===== src/rtl/clock_mon_pkg.sv =====
// Shared constants and FSM state encoding for clock monitoring blocks.
package clock_mon_pkg;

  localparam int unsigned DEF_WIDTH      = 8;
  localparam int unsigned DEF_LOCK_COUNT = 4;
  localparam int unsigned DEF_MAX_PERIOD = 255;

  typedef enum logic [2:0] {
    ST_IDLE   = 3'd0,
    ST_ARM    = 3'd1,
    ST_TRACK  = 3'd2,
    ST_LOCKED = 3'd3,
    ST_LOST   = 3'd4
  } mon_state_e;

endpackage


===== src/rtl/clock_edge_detect.sv =====
// Rising-edge detector for the monitored clock; CLOCK_MON_SYNC_EN inserts a
// 2-flop synchroniser ahead of the edge detect so div_in may be asynchronous.
module clock_edge_detect (
  input  logic clk,
  input  logic rst,
  input  logic d_in,
  output logic rise
);

  logic div_s;
  logic div_d;
  logic div_q;

`ifdef CLOCK_MON_SYNC_EN
  logic [1:0] sync_d;
  logic [1:0] sync_q;

  always_comb begin
    sync_d = {sync_q[0], d_in};
  end

  always_ff @(posedge clk or posedge rst) begin
    if (rst) sync_q <= '0;
    else     sync_q <= sync_d;
  end

  assign div_s = sync_q[1];
`else
  assign div_s = d_in;
`endif

  always_comb begin
    div_d = div_s;
  end

  always_ff @(posedge clk or posedge rst) begin
    if (rst) div_q <= 1'b0;
    else     div_q <= div_d;
  end

  assign rise = div_s & ~div_q;

endmodule


===== src/rtl/clock_ratio_monitor.sv =====
// Measures div_in period in in_clk cycles, locks once the period is stable and
// flags sticky loss on timeout. CLOCK_MON_SYNC_EN enables input synchronisation.
module clock_ratio_monitor
  import clock_mon_pkg::*;
#(
  parameter int unsigned WIDTH      = DEF_WIDTH,
  parameter int unsigned LOCK_COUNT = DEF_LOCK_COUNT,
  parameter int unsigned MAX_PERIOD = DEF_MAX_PERIOD
) (
  input  logic             in_clk,
  input  logic             reset,
  input  logic             div_in,
  input  logic             clr,
  output logic [WIDTH-1:0] ratio,
  output logic             ratio_valid,
  output logic             locked,
  output logic             lost
);

  localparam int unsigned MW = $clog2(LOCK_COUNT + 1);
  localparam logic [WIDTH-1:0] MAX_CNT = WIDTH'(MAX_PERIOD);
  localparam logic [MW-1:0]    LOCK_M  = MW'(LOCK_COUNT);

  logic rise;

  mon_state_e       state_d, state_q;
  logic [WIDTH-1:0] cnt_d, cnt_q;
  logic [WIDTH-1:0] ref_d, ref_q;
  logic [MW-1:0]    match_d, match_q;
  logic [WIDTH-1:0] ratio_d, ratio_q;
  logic             locked_d, locked_q;
  logic             lost_d, lost_q;
  logic             cnt_sat;
  logic             timeout;

  clock_edge_detect u_edge (
    .clk  (in_clk),
    .rst  (reset),
    .d_in (div_in),
    .rise (rise)
  );

  always_comb begin
    state_d = state_q;
    cnt_d   = cnt_q;
    ref_d   = ref_q;
    match_d = match_q;
    ratio_d = ratio_q;
    lost_d  = lost_q;

    cnt_sat = (cnt_q == MAX_CNT);
    // LOST is excluded so clr can release the flag while div_in stays dead
    timeout = cnt_sat && !rise &&
              (state_q == ST_ARM || state_q == ST_TRACK || state_q == ST_LOCKED);

    if (state_q == ST_IDLE)  cnt_d = rise ? WIDTH'(1) : '0;
    else if (rise)           cnt_d = WIDTH'(1);
    else if (!cnt_sat)       cnt_d = cnt_q + WIDTH'(1);

    case (state_q)
      ST_IDLE: if (rise) state_d = ST_ARM;
      ST_ARM: begin
        if (rise) begin
          state_d = ST_TRACK;
          ref_d   = cnt_q;
          ratio_d = cnt_q;
          match_d = MW'(1);
        end else if (timeout) begin
          state_d = ST_LOST;
        end
      end
      ST_TRACK: begin
        if (rise) begin
          ratio_d = cnt_q;
          if (cnt_q == ref_q) begin
            match_d = match_q + MW'(1);
            if (match_q + MW'(1) == LOCK_M) state_d = ST_LOCKED;
          end else begin
            ref_d   = cnt_q;
            match_d = MW'(1);
          end
        end else if (timeout) begin
          state_d = ST_LOST;
        end
      end
      ST_LOCKED: begin
        if (rise) begin
          ratio_d = cnt_q;
          if (cnt_q != ref_q) begin
            state_d = ST_TRACK;
            ref_d   = cnt_q;
            match_d = MW'(1);
          end
        end else if (timeout) begin
          state_d = ST_LOST;
        end
      end
      ST_LOST: if (rise) state_d = ST_ARM;
      default: state_d = ST_IDLE;
    endcase

    if (timeout)  lost_d = 1'b1;
    else if (clr) lost_d = 1'b0;

    locked_d = (state_d == ST_LOCKED);
  end

  always_ff @(posedge in_clk or posedge reset) begin
    if (reset) begin
      state_q  <= ST_IDLE;
      cnt_q    <= '0;
      ref_q    <= '0;
      match_q  <= '0;
      ratio_q  <= '0;
      locked_q <= 1'b0;
      lost_q   <= 1'b0;
    end else begin
      state_q  <= state_d;
      cnt_q    <= cnt_d;
      ref_q    <= ref_d;
      match_q  <= match_d;
      ratio_q  <= ratio_d;
      locked_q <= locked_d;
      lost_q   <= lost_d;
    end
  end

  assign ratio       = ratio_q;
  assign ratio_valid = locked_q;
  assign locked      = locked_q;
  assign lost        = lost_q;

endmodule


===== config.mk =====
export PLATFORM = sky130hd
export DESIGN_NAME = clock_ratio_monitor
export DESIGN_NICKNAME = d
export VERILOG_FILES = /design/src/rtl/clock_mon_pkg.sv /design/src/rtl/clock_edge_detect.sv /design/src/rtl/clock_ratio_monitor.sv
export SDC_FILE = /design/constraint.sdc
export NUM_CORES = 1
export LEC_CHECK = 0
export BUFFER_PORTS_ARGS = -buffer_cell sky130_fd_sc_hd__clkbuf_2
export CORE_AREA = 5 5 60 62
export CTS_CLUSTER_DIAMETER = 50
export DETAILED_ROUTE_END_ITERATION = 8
export DIE_AREA = 0 0 65 67
export PLACE_DENSITY = 0.76
export SYNTH_ARGS = -nofsm -noshare
export SYNTH_HDL_FRONTEND = slang
export SYNTH_SLANG_ARGS = --single-unit

===== constraint.sdc =====
create_clock -name in_clk -period 2.4 [get_ports in_clk]
set_input_delay 0.6 -clock in_clk [delete_from_list [all_inputs] [get_ports in_clk]]
set_output_delay 0.6 -clock in_clk [all_outputs]
set_load 0.005 [all_outputs]

==> impl_metrics.ini <==
[hold_path]
hold_class = primary input to asynchronous set/reset pin

[sta]
tightest_slew_ps = 490
fin_skew_ps = 4.02
hold_violations = 0
setup_tns_ps = 0
max_freq_mhz = 517
slew_violations = 0
relSlewSlack_pct = 67.3
period_needed_ps = 1940
fin_ws_ps = 464
setup_violations = 0
min_period_over_period_pct = 80.7
rsz0062_at_grt = false

[setup_path]
cp-start-kind = flop
path_max_fanout = 12
rrSetupSlack_ps = 460
cp-end-kind = flop
cpMaxStageDelayCell = dfrtp_1
cp_top_family = simple AND/OR/NAND/NOR gates
critPathRequiredTime_ps = 2630
crit_cells = 4
critPathBufInv = 0
criticalPathCategory = flop to flop
r2r_cells = 4
slowest_delay_ps = 490
cp.arrival_ps = 2160
path_cells = nor2_1, or3_4, a31oi_4, mux2_2

[routing]
first_iter_violations = 99
drt-vias-per-instance = 5.70
ant_nets = 0
vias = 1208
drc = 0
drt_first_pass_iters = 4
avgRoutedWirePerCell_um = 14.4
wl_mm = 3.06

[power]
intPower_mw = 1.13
pwr-share-comb_pct = 36.0
leakage_nw = 0.885
power_mw = 1.80
clkPwrFrac_pct = 17.5
power_per_cell_area_nw_per_um2 = 1000
seq_power_share_pct = 46.4
switching_share_pct = 37.5
ir_drop_uv = 401
p_switching_mw = 0.676

[synthesis]
synth_compound_area_share_pct = 9.40
yosysWarningCount = 0
ys_types = 40
ys_ff_latch = 33
synth-async-reset-ratio_pct = 100
synth-xor-area-share_pct = 5.26
synth-edff-count = 0
synthSimpleGateAreaFrac_pct = 23.6
synth_fa_ha_area_share_pct = 2.26
seq_area_frac_synth_pct = 49.6
synth_flop_cell = dfrtp_1
syn_area_um2 = 1660
synthMuxAreaShare_pct = 5.41
synth_area_per_cell_um2 = 10.1
synth_cells = 164
syn_nets = 171
synth_top_family_by_area = simple AND/OR/NAND/NOR gates

[place]
post-dp-hpwl_mm = 2.18
numPortBuffers = 14
dp.cells = 205
gp_congestion = 0.887
dpl_worst_slack_ps = 335

[run_status]
status = completed

[cts]
clk_latency_ps = 340
postCtsHoldBufs = 0
cts_resized = 0
clock_path_buffers = 2
htree_levels = 2
cts_tree = done
cts_root_buf = clkbuf_4
cts_setup_buffers = 0
cts_num_sinks = 33
numCtsBuffers = 5
clk_pin_slew_ps = 90

[run]
maxCapViolations = 0

[cells_and_area]
final_cell_mix = nand2_1, dfrtp_1, clkbuf_2
fin_nets = 186
areaGrowthSynthToFinish_pct = 8.27
drive_above_1_share_pct = 22.9
fin_util_pct = 60.5
fill_cells = 236
multiInputGateArea_um2 = 764
final-seq-area_um2 = 826
final_cells = 212
insertedDiodeCount = 0

[die]
die_x_um = 65
design.die.area_um2 = 4360
ios = 15
core_um2 = 2980
die_y_um = 67
start_util_pct = 55.9
rows = 20

[grt]
grt-ovfl-total = 0
grt_pass1_wl_mm = 5.26
antenna_found_initial = 0
track_usage_pct = 16.5
first_global_vias = 1162
grt_max_degree = 34
## registers in the layout, indices dropped and copies added, names as in the netlist
| register | cells |
|---|---|
| u_edge.div_q | 1 |
| ratio | 8 |
| cnt_q | 8 |
| match_q | 3 |
| locked | 1 |
| lost | 1 |
| ref_q | 8 |
| state_q | 3 |
## cell type report
cell class              count  area share [%]
flip-flops and latches     33            45.8
inverters                   4           0.833
repair buffers             18            5.56
multi-input cells         117            42.4
clock buffers               7            3.06
well taps                  33            2.29
## logic make-up after synthesis
family,count (synthesis)
AOI/OAI and AO/OA,21
muxes,8
and+or+nand+nor,75
xor gates and xnor gates,10
DFF,33
buffers and inverters,14
adders and majority gates,3
## cell usage after synthesis, drive strengths merged, types with 2 or more instances
cell type	instances	area [µm²]
or3	3	23.8
or2	3	18.8
nand2	33	124
dfrtp	33	826
clkbuf	6	23.8
and3	3	21.3
nor3	6	35.0
a31oi	2	27.5
inv	4	15.0
nand2b	3	18.8
o21ai	5	25.0
ha	3	37.5
buf	4	35.0
nor2	8	30.0
o31ai	2	15.0
xor2	9	78.8
nand3	8	40.0
nor2b	3	18.8
nor4	2	42.5
nand4	2	12.5
mux2	8	90.1
a21oi	4	20.0
## stage by stage
| stage | hold WS (ps) | instance area, µm² |
|---|---|---|
| after global routing | 380 | 1800 |
| after CTS | 329 | 1800 |
| after floorplan | 470 | 1660 |
| after detailed placement | 470 | 1750 |
| after global placement | 464 | 1750 |
| final | 314 | 1800 |
## power by group through the flow
stage | combinational, mW | clock [mW] | sequential (mW)
floorplan | 0.533 | 0 | 0.802
global placement | 0.627 | 0 | 0.838
detailed placement | 0.650 | 0 | 0.847
CTS | 0.654 | 0.324 | 0.834
global route | 0.728 | 0.347 | 0.859
finish | 0.649 | 0.316 | 0.837
## final timing paths
check | startpoint | end
worst max-delay path | state_q[0]$_DFF_PP0_ | ref_q[0]$_DFFE_PP0P_
worst min-delay path | reset | match_q[2]$_DFFE_PP0P_
worst max register to register | state_q[0]$_DFF_PP0_ | ref_q[0]$_DFFE_PP0P_
worst min register to register | ratio[0]$_DFFE_PP0P_ | ratio[0]$_DFFE_PP0P_
max in group asynchronous | reset | ref_q[1]$_DFFE_PP0P_
min in group in_clk | div_in | u_edge.div_q$_DFF_PP0_
## tightest hold or removal path, delay by kind of cell
family   cells  cell delay (ps)
buf+inv      3              480
## layer usage
metal  GRT usage [%]  wire, µm  up-vias
met4            8.97        53        0
li1                -         -      591
met3            4.55       177        7
met1            19.2      1410      578
met5               0         0        -
met2            27.3      1420       32
Power figures use the tool's default switching activity.
